--- config.mk ---
export PLATFORM = sky130hd
export DESIGN_NAME = nmi_gen_multi
export DESIGN_NICKNAME = d
export VERILOG_FILES = /design/src/rtl/nmi_gen_multi_pkg.sv /design/src/rtl/esc_rx_lite.sv /design/src/rtl/nmi_gen_multi.sv
export SDC_FILE = /design/constraint.sdc
export NUM_CORES = 1
export LEC_CHECK = 0
export CORE_ASPECT_RATIO = 0.6
export CORE_UTILIZATION = 35
export DETAILED_ROUTE_END_ITERATION = 10
export PLACE_DENSITY = 0.64
export SLEW_MARGIN = 0
export SYNTH_ARGS = -nofsm -noshare
export SYNTH_HDL_FRONTEND = slang
export SYNTH_SLANG_ARGS = --single-unit
--- constraint.sdc ---
create_clock -name clk_i -period 2.3 [get_ports clk_i]
set_input_delay 0.345 -clock clk_i [delete_from_list [all_inputs] [get_ports clk_i]]
set_output_delay 0.345 -clock clk_i [all_outputs]
set_load 0.02 [all_outputs]
--- src/rtl/nmi_gen_multi_pkg.sv ---
// Shared types, constants and helpers for the multi-channel NMI generator.
package nmi_gen_multi_pkg;

  // Per-channel receiver FSM states; StSigint is only reachable when
  // NMI_GEN_MULTI_SIGINT_EN is defined.
  typedef enum logic [2:0] {
    StIdle,
    StCheck,
    StPing,
    StEsc,
    StSigint
  } esc_state_e;

  // {n,p} encodings of the differential pairs.
  localparam logic [1:0] EscRxIdle    = 2'b10;
  localparam logic [1:0] EscTxIdle    = 2'b10;
  localparam logic [1:0] EscTxActive  = 2'b01;
  localparam logic [1:0] EscRxPing    = 2'b01;

  // Increment v, holding at 2^w-1 (w in 1..16).
  function automatic logic [15:0] sat_inc(input logic [15:0] v, input int unsigned w);
    logic [16:0] max_val;
    max_val = (17'd1 << w) - 17'd1;
    if ({1'b0, v} >= max_val) begin
      return v;
    end
    return v + 16'd1;
  endfunction

endpackage

--- src/rtl/esc_rx_lite.sv ---
// Single-channel escalation receiver: ping/escalation handshake on a
// differential {n,p} pair. Optional macro: NMI_GEN_MULTI_SIGINT_EN adds a
// signal-integrity state entered after two consecutive cycles of p==n.
module esc_rx_lite
  import nmi_gen_multi_pkg::*;
(
  input  logic       clk_i,
  input  logic       rst_i,
  input  logic [1:0] esc_tx_i,
  output logic [1:0] esc_rx_o,
  output logic       esc_en_o
);

  esc_state_e state_q;
  logic       tx_active;

  assign tx_active = (esc_tx_i == EscTxActive);

`ifdef NMI_GEN_MULTI_SIGINT_EN
  logic tx_invalid;
  logic sigint_q;
  assign tx_invalid = (esc_tx_i[0] == esc_tx_i[1]);
`endif

  // Receiver FSM with registered rx response and escalation enable.
  always_ff @(posedge clk_i) begin
    if (rst_i) begin
      state_q  <= StIdle;
      esc_rx_o <= EscRxIdle;
      esc_en_o <= 1'b0;
`ifdef NMI_GEN_MULTI_SIGINT_EN
      sigint_q <= 1'b0;
`endif
    end else begin
`ifdef NMI_GEN_MULTI_SIGINT_EN
      sigint_q <= tx_invalid;
      if (state_q != StSigint && sigint_q && tx_invalid) begin
        state_q  <= StSigint;
        esc_en_o <= 1'b1;
        esc_rx_o <= 2'b11;
      end else begin
`endif
        case (state_q)
          StIdle: begin
            esc_rx_o <= EscRxIdle;
            esc_en_o <= 1'b0;
            if (tx_active) state_q <= StCheck;
          end
          StCheck: begin
            if (tx_active) begin
              state_q  <= StEsc;
              esc_en_o <= 1'b1;
              esc_rx_o <= 2'b01;
            end else begin
              state_q  <= StPing;
              esc_rx_o <= EscRxPing;
            end
          end
          StPing: begin
            // One-cycle ping response; any tx activity now is ignored.
            state_q  <= StIdle;
            esc_rx_o <= EscRxIdle;
          end
          StEsc: begin
            if (tx_active) begin
              esc_rx_o <= ~esc_rx_o;
            end else begin
              state_q  <= StIdle;
              esc_en_o <= 1'b0;
              esc_rx_o <= EscRxIdle;
            end
          end
`ifdef NMI_GEN_MULTI_SIGINT_EN
          StSigint: begin
            if (esc_tx_i == EscTxIdle) begin
              state_q  <= StIdle;
              esc_en_o <= 1'b0;
              esc_rx_o <= EscRxIdle;
            end else begin
              esc_rx_o <= {~esc_rx_o[0], ~esc_rx_o[0]};
            end
          end
`endif
          default: begin
            state_q  <= StIdle;
            esc_en_o <= 1'b0;
            esc_rx_o <= EscRxIdle;
          end
        endcase
`ifdef NMI_GEN_MULTI_SIGINT_EN
      end
`endif
    end
  end

endmodule

--- src/rtl/nmi_gen_multi.sv ---
// Multi-channel NMI generator: NumEsc escalation receivers with sticky
// interrupts, saturating event counters and first-event capture.
// Optional macro: NMI_GEN_MULTI_SIGINT_EN (signal-integrity state per channel).
module nmi_gen_multi
  import nmi_gen_multi_pkg::*;
#(
  parameter int unsigned NumEsc = 4,
  parameter int unsigned CntW   = 8,
  localparam int unsigned IdxW  = (NumEsc > 1) ? $clog2(NumEsc) : 1
) (
  input  logic                   clk_i,
  input  logic                   rst_i,
  input  logic [2*NumEsc-1:0]    esc_tx_i,
  output logic [2*NumEsc-1:0]    esc_rx_o,
  output logic [NumEsc-1:0]      esc_en_o,
  input  logic [NumEsc-1:0]      intr_enable_i,
  input  logic [NumEsc-1:0]      intr_test_i,
  input  logic [NumEsc-1:0]      intr_clr_i,
  input  logic [NumEsc-1:0]      cnt_clr_i,
  input  logic                   first_clr_i,
  output logic [NumEsc-1:0]      intr_state_o,
  output logic [NumEsc-1:0]      intr_o,
  output logic [NumEsc*CntW-1:0] esc_cnt_o,
  output logic                   first_vld_o,
  output logic [IdxW-1:0]        first_ch_o
);

  logic [NumEsc-1:0] esc_en_q;
  logic [NumEsc-1:0] event_vec;
  logic [CntW-1:0]   cnt_q [NumEsc];
  logic [IdxW-1:0]   first_idx;

  for (genvar k = 0; k < NumEsc; k++) begin : g_chan
    esc_rx_lite u_rx (
      .clk_i    (clk_i),
      .rst_i    (rst_i),
      .esc_tx_i (esc_tx_i[2*k +: 2]),
      .esc_rx_o (esc_rx_o[2*k +: 2]),
      .esc_en_o (esc_en_o[k])
    );
    assign esc_cnt_o[k*CntW +: CntW] = cnt_q[k];
  end

  assign event_vec = esc_en_o & ~esc_en_q;
  assign intr_o    = intr_state_o & intr_enable_i;

  // Lowest-indexed channel among simultaneous events.
  always_comb begin
    first_idx = '0;
    for (int k = NumEsc - 1; k >= 0; k--) begin
      if (event_vec[k]) first_idx = IdxW'(k);
    end
  end

  // Edge history, sticky interrupts and first-event capture.
  always_ff @(posedge clk_i) begin
    if (rst_i) begin
      esc_en_q     <= '0;
      intr_state_o <= '0;
      first_vld_o  <= 1'b0;
      first_ch_o   <= '0;
    end else begin
      esc_en_q     <= esc_en_o;
      // Set wins over a simultaneous clear.
      intr_state_o <= (intr_state_o & ~intr_clr_i) | event_vec | intr_test_i;
      if (first_clr_i || !first_vld_o) begin
        if (|event_vec) begin
          first_vld_o <= 1'b1;
          first_ch_o  <= first_idx;
        end else if (first_clr_i) begin
          first_vld_o <= 1'b0;
          first_ch_o  <= '0;
        end
      end
    end
  end

  // Per-channel saturating event counters; a clear with an event leaves 1.
  always_ff @(posedge clk_i) begin
    for (int k = 0; k < NumEsc; k++) begin
      if (rst_i) begin
        cnt_q[k] <= '0;
      end else if (cnt_clr_i[k]) begin
        cnt_q[k] <= event_vec[k] ? CntW'(1) : '0;
      end else if (event_vec[k]) begin
        cnt_q[k] <= CntW'(sat_inc(16'(cnt_q[k]), CntW));
      end
    end
  end

endmodule

==> flow_summary.ini <==
[synthesis]
syn_area_mm2 = 0.00284
synth-edff-count = 32
ys_async_sr_fraction = 0
synth_fp_nets = 315
synth_area_per_cell_um2 = 9.99
synth_area_leaders = edfxtp_1, dfxtp_1, nor2_1
yosysMostFrequentCell = nor2_1
netlist_top_cells_count = nor2_1, edfxtp_1, dfxtp_1
yosysSeqAreaShare = 0.558
synthCells = 284
yosysTopAreaCellShare = 0.339
synth_warnings = 0
yosysTopAreaCell = edfxtp_1
ys_types = 31
synth-seq-cells = 63
synth_ff_type = edfxtp_1

[timing]
drv_slew = 0
worst_slew_pin_slew_ns = 0.421
max_freq_ghz = 0.532
final_hold_viol_count = 0
holdWs_ns = 0.446
setup_viol = 0
relSlewSlack = 0.712
rsz0062_at_grt = no
fin_tns_setup_ns = 0
period_share = 0.817
clock_skew_ns = 0.00593
post-route-min-period_ns = 1.88

[clock_network]
max-clock-path-buffers = 2
cts_tree = yes
cts-htree-levels = 3
cts_inserted_buffers = 9
clk_latency_ns = 0.33
cts_resized = 0
cts_sinks = 63
clkTransAtPathRegs_ns = 0.06
root_buffer = clkbuf_16
postCtsHoldBufs = 0
post_cts_buffers = 0

[setup_path]
critPathMostFrequentCell = clkdlybuf4s50_1
cp.arrival_ns = 1.53
worst_r2r_path_depth = 4
cp_max_fo = 1
crit_end = intr_o[3]
crit_required_ns = 1.96
critPathMaxStageDelay_ns = 0.60
worst_setup_path_end_kind = primary output
worstSetupStartpointType = input pin
cp-startpoint = intr_enable_i[3]
cp_num_cells = 3
crit_family = buffers and inverters
crit_path_cell_trace = clkdlybuf4s50_1 > and2_1 > clkdlybuf4s50_1
crit_type = input pin to primary output
r2r-end = cnt_q[3][4]
r2r-start = cnt_q[3][0]
crit_path_top_delay_cell = clkdlybuf4s50_1
crit_buf_inv = 2
ff2ff_setup_slack_ns = 0.45

[detailed_routing]
wirelength_mm = 6.26
vias = 2264
antenna_left = 0
drt_iter0_drc = 158
drc = 0
dr.pass1.iters = 4
viasPerCell = 4.72
routedWlPerCell_um = 13.0

[placed_design]
gp_congestion = 0.780
dp_cells = 464
dp_hpwl_mm = 4.55
place_area_mm2 = 0.00374
port-buffer-count = 81

[layout]
num_antenna_cells = 0
final_net_count = 398
layoutNonFillerInstCount = 480
final_area_mm2 = 0.00406
areaGrowthSynthToFinish_pct = 43.1
drive_gt1_frac = 0.0538

[global_routing]
antenna_found_initial = 0
grt_pass1_wl_mm = 10.2
grt_start_max_net_pins = 36
grtUsageTotal = 0.158
grt_pass1_vias = 2062
grt_overflow = 0

[floorplan]
initial_utilization = 0.361
row_count = 25
ios = 82
fp.dieW_um = 118
coreArea_mm2 = 0.00785
die_area_mm2 = 0.00848
dieHeight_um = 71.7

[pwr]
cellPowerDensity_mw_per_mm2 = 726
peakVddDrop_v = 0.000465
finalPower_mw = 2.94
p_leak_nw = 1.48

[run]
max_cap_violations = 0

[hold_path]
min-delay-path-class = flip-flop to flip-flop

[status]
status = completed
## report_power, final
group          switching (mW)  internal (mW)
registers              0.0451           1.22
clock network           0.496          0.905
logic                   0.130          0.146
total                   0.671           2.27
## cells by family (layout without fill, tap and decap cells)
| kind of cell | Yosys count | after routing | synth area share |
|---|---|---|---|
| flops | 63 | 63 | 0.558 |
| buf+inv | 21 | 109 | 0.0371 |
| simple gates | 136 | 136 | 0.239 |
| compound gates | 38 | 38 | 0.0812 |
| xor+xnor | 22 | 22 | 0.0679 |
| fa+ha+maj | 4 | 4 | 0.0176 |
## through the flow
| stage | util | setup WS, ns |
|---|---|---|
| 3_5_place_dp | 0.477 | 0.416 |
| 2_1_floorplan | - | 0.493 |
| 6_report | 0.517 | 0.420 |
| 5_1_grt | 0.517 | 0.354 |
| 3_3_place_gp | 0.477 | 0.451 |
| 4_1_cts | 0.517 | 0.414 |
## cell type report
class,count,area (um^2)
clock inverter,6,66.3
tap,108,135
sequential,63,1580
timing repair buffer,83,838
fill,718,3790
clock buffer,10,250
multi-input combinational,200,1150
inverter,10,37.5
## worst reg2reg max path, cell delays in order (launching register included)
cell and delay (ns):
edfxtp_1 0.46, ha_1 0.26, and3_1 0.22, a31oi_1 0.21, or3_1 0.36
## cells in the final DEF, fill, tap and decap left out, types with 6 or more instances in the layout
cell	instances
xnor2_1	9
and3_1	7
a21oi_1	14
xor2_1	13
nor3_1	9
nor2b_1	17
o21ai_0	7
or3_1	8
dfxtp_1	31
nand2b_1	10
nand2_1	21
clkbuf_16	10
nor2_1	43
edfxtp_1	32
a31oi_1	6
clkdlybuf4s50_1	81
inv_1	10
nand3_1	11
## worst min path at each step
stage                               start                    endpoint  cells past startpoint
2_1_floorplan   g_chan[1].u_rx.state_q[1]   g_chan[1].u_rx.state_q[1]                      1
3_3_place_gp   g_chan[1].u_rx.esc_rx_o[1]  g_chan[1].u_rx.esc_rx_o[1]                      1
3_5_place_dp   g_chan[1].u_rx.esc_rx_o[1]  g_chan[1].u_rx.esc_rx_o[1]                      1
4_1_cts        g_chan[1].u_rx.esc_rx_o[1]  g_chan[1].u_rx.esc_rx_o[1]                      1
5_1_grt        g_chan[1].u_rx.esc_rx_o[0]  g_chan[1].u_rx.esc_rx_o[0]                      1
6_report       g_chan[1].u_rx.esc_rx_o[1]  g_chan[1].u_rx.esc_rx_o[1]                      1
## flip-flops by register name, indices dropped and copies added, names as in the netlist
name                  flops
g_chan.u_rx.esc_en_o      4
intr_state_o              4
esc_en_q                  4
g_chan.u_rx.esc_rx_o      8
cnt_q                    32
first_vld_o               1
first_ch_o                2
g_chan.u_rx.state_q       8
## routing by layer
metal / global-route usage / part of all wire
met1: 0.222 / 0.51
met2: 0.220 / 0.41
met3: 0.0597 / 0.071
met4: 0.0598 / 0.013
met5: 0 / 0
(Power assumes the default switching activity.)
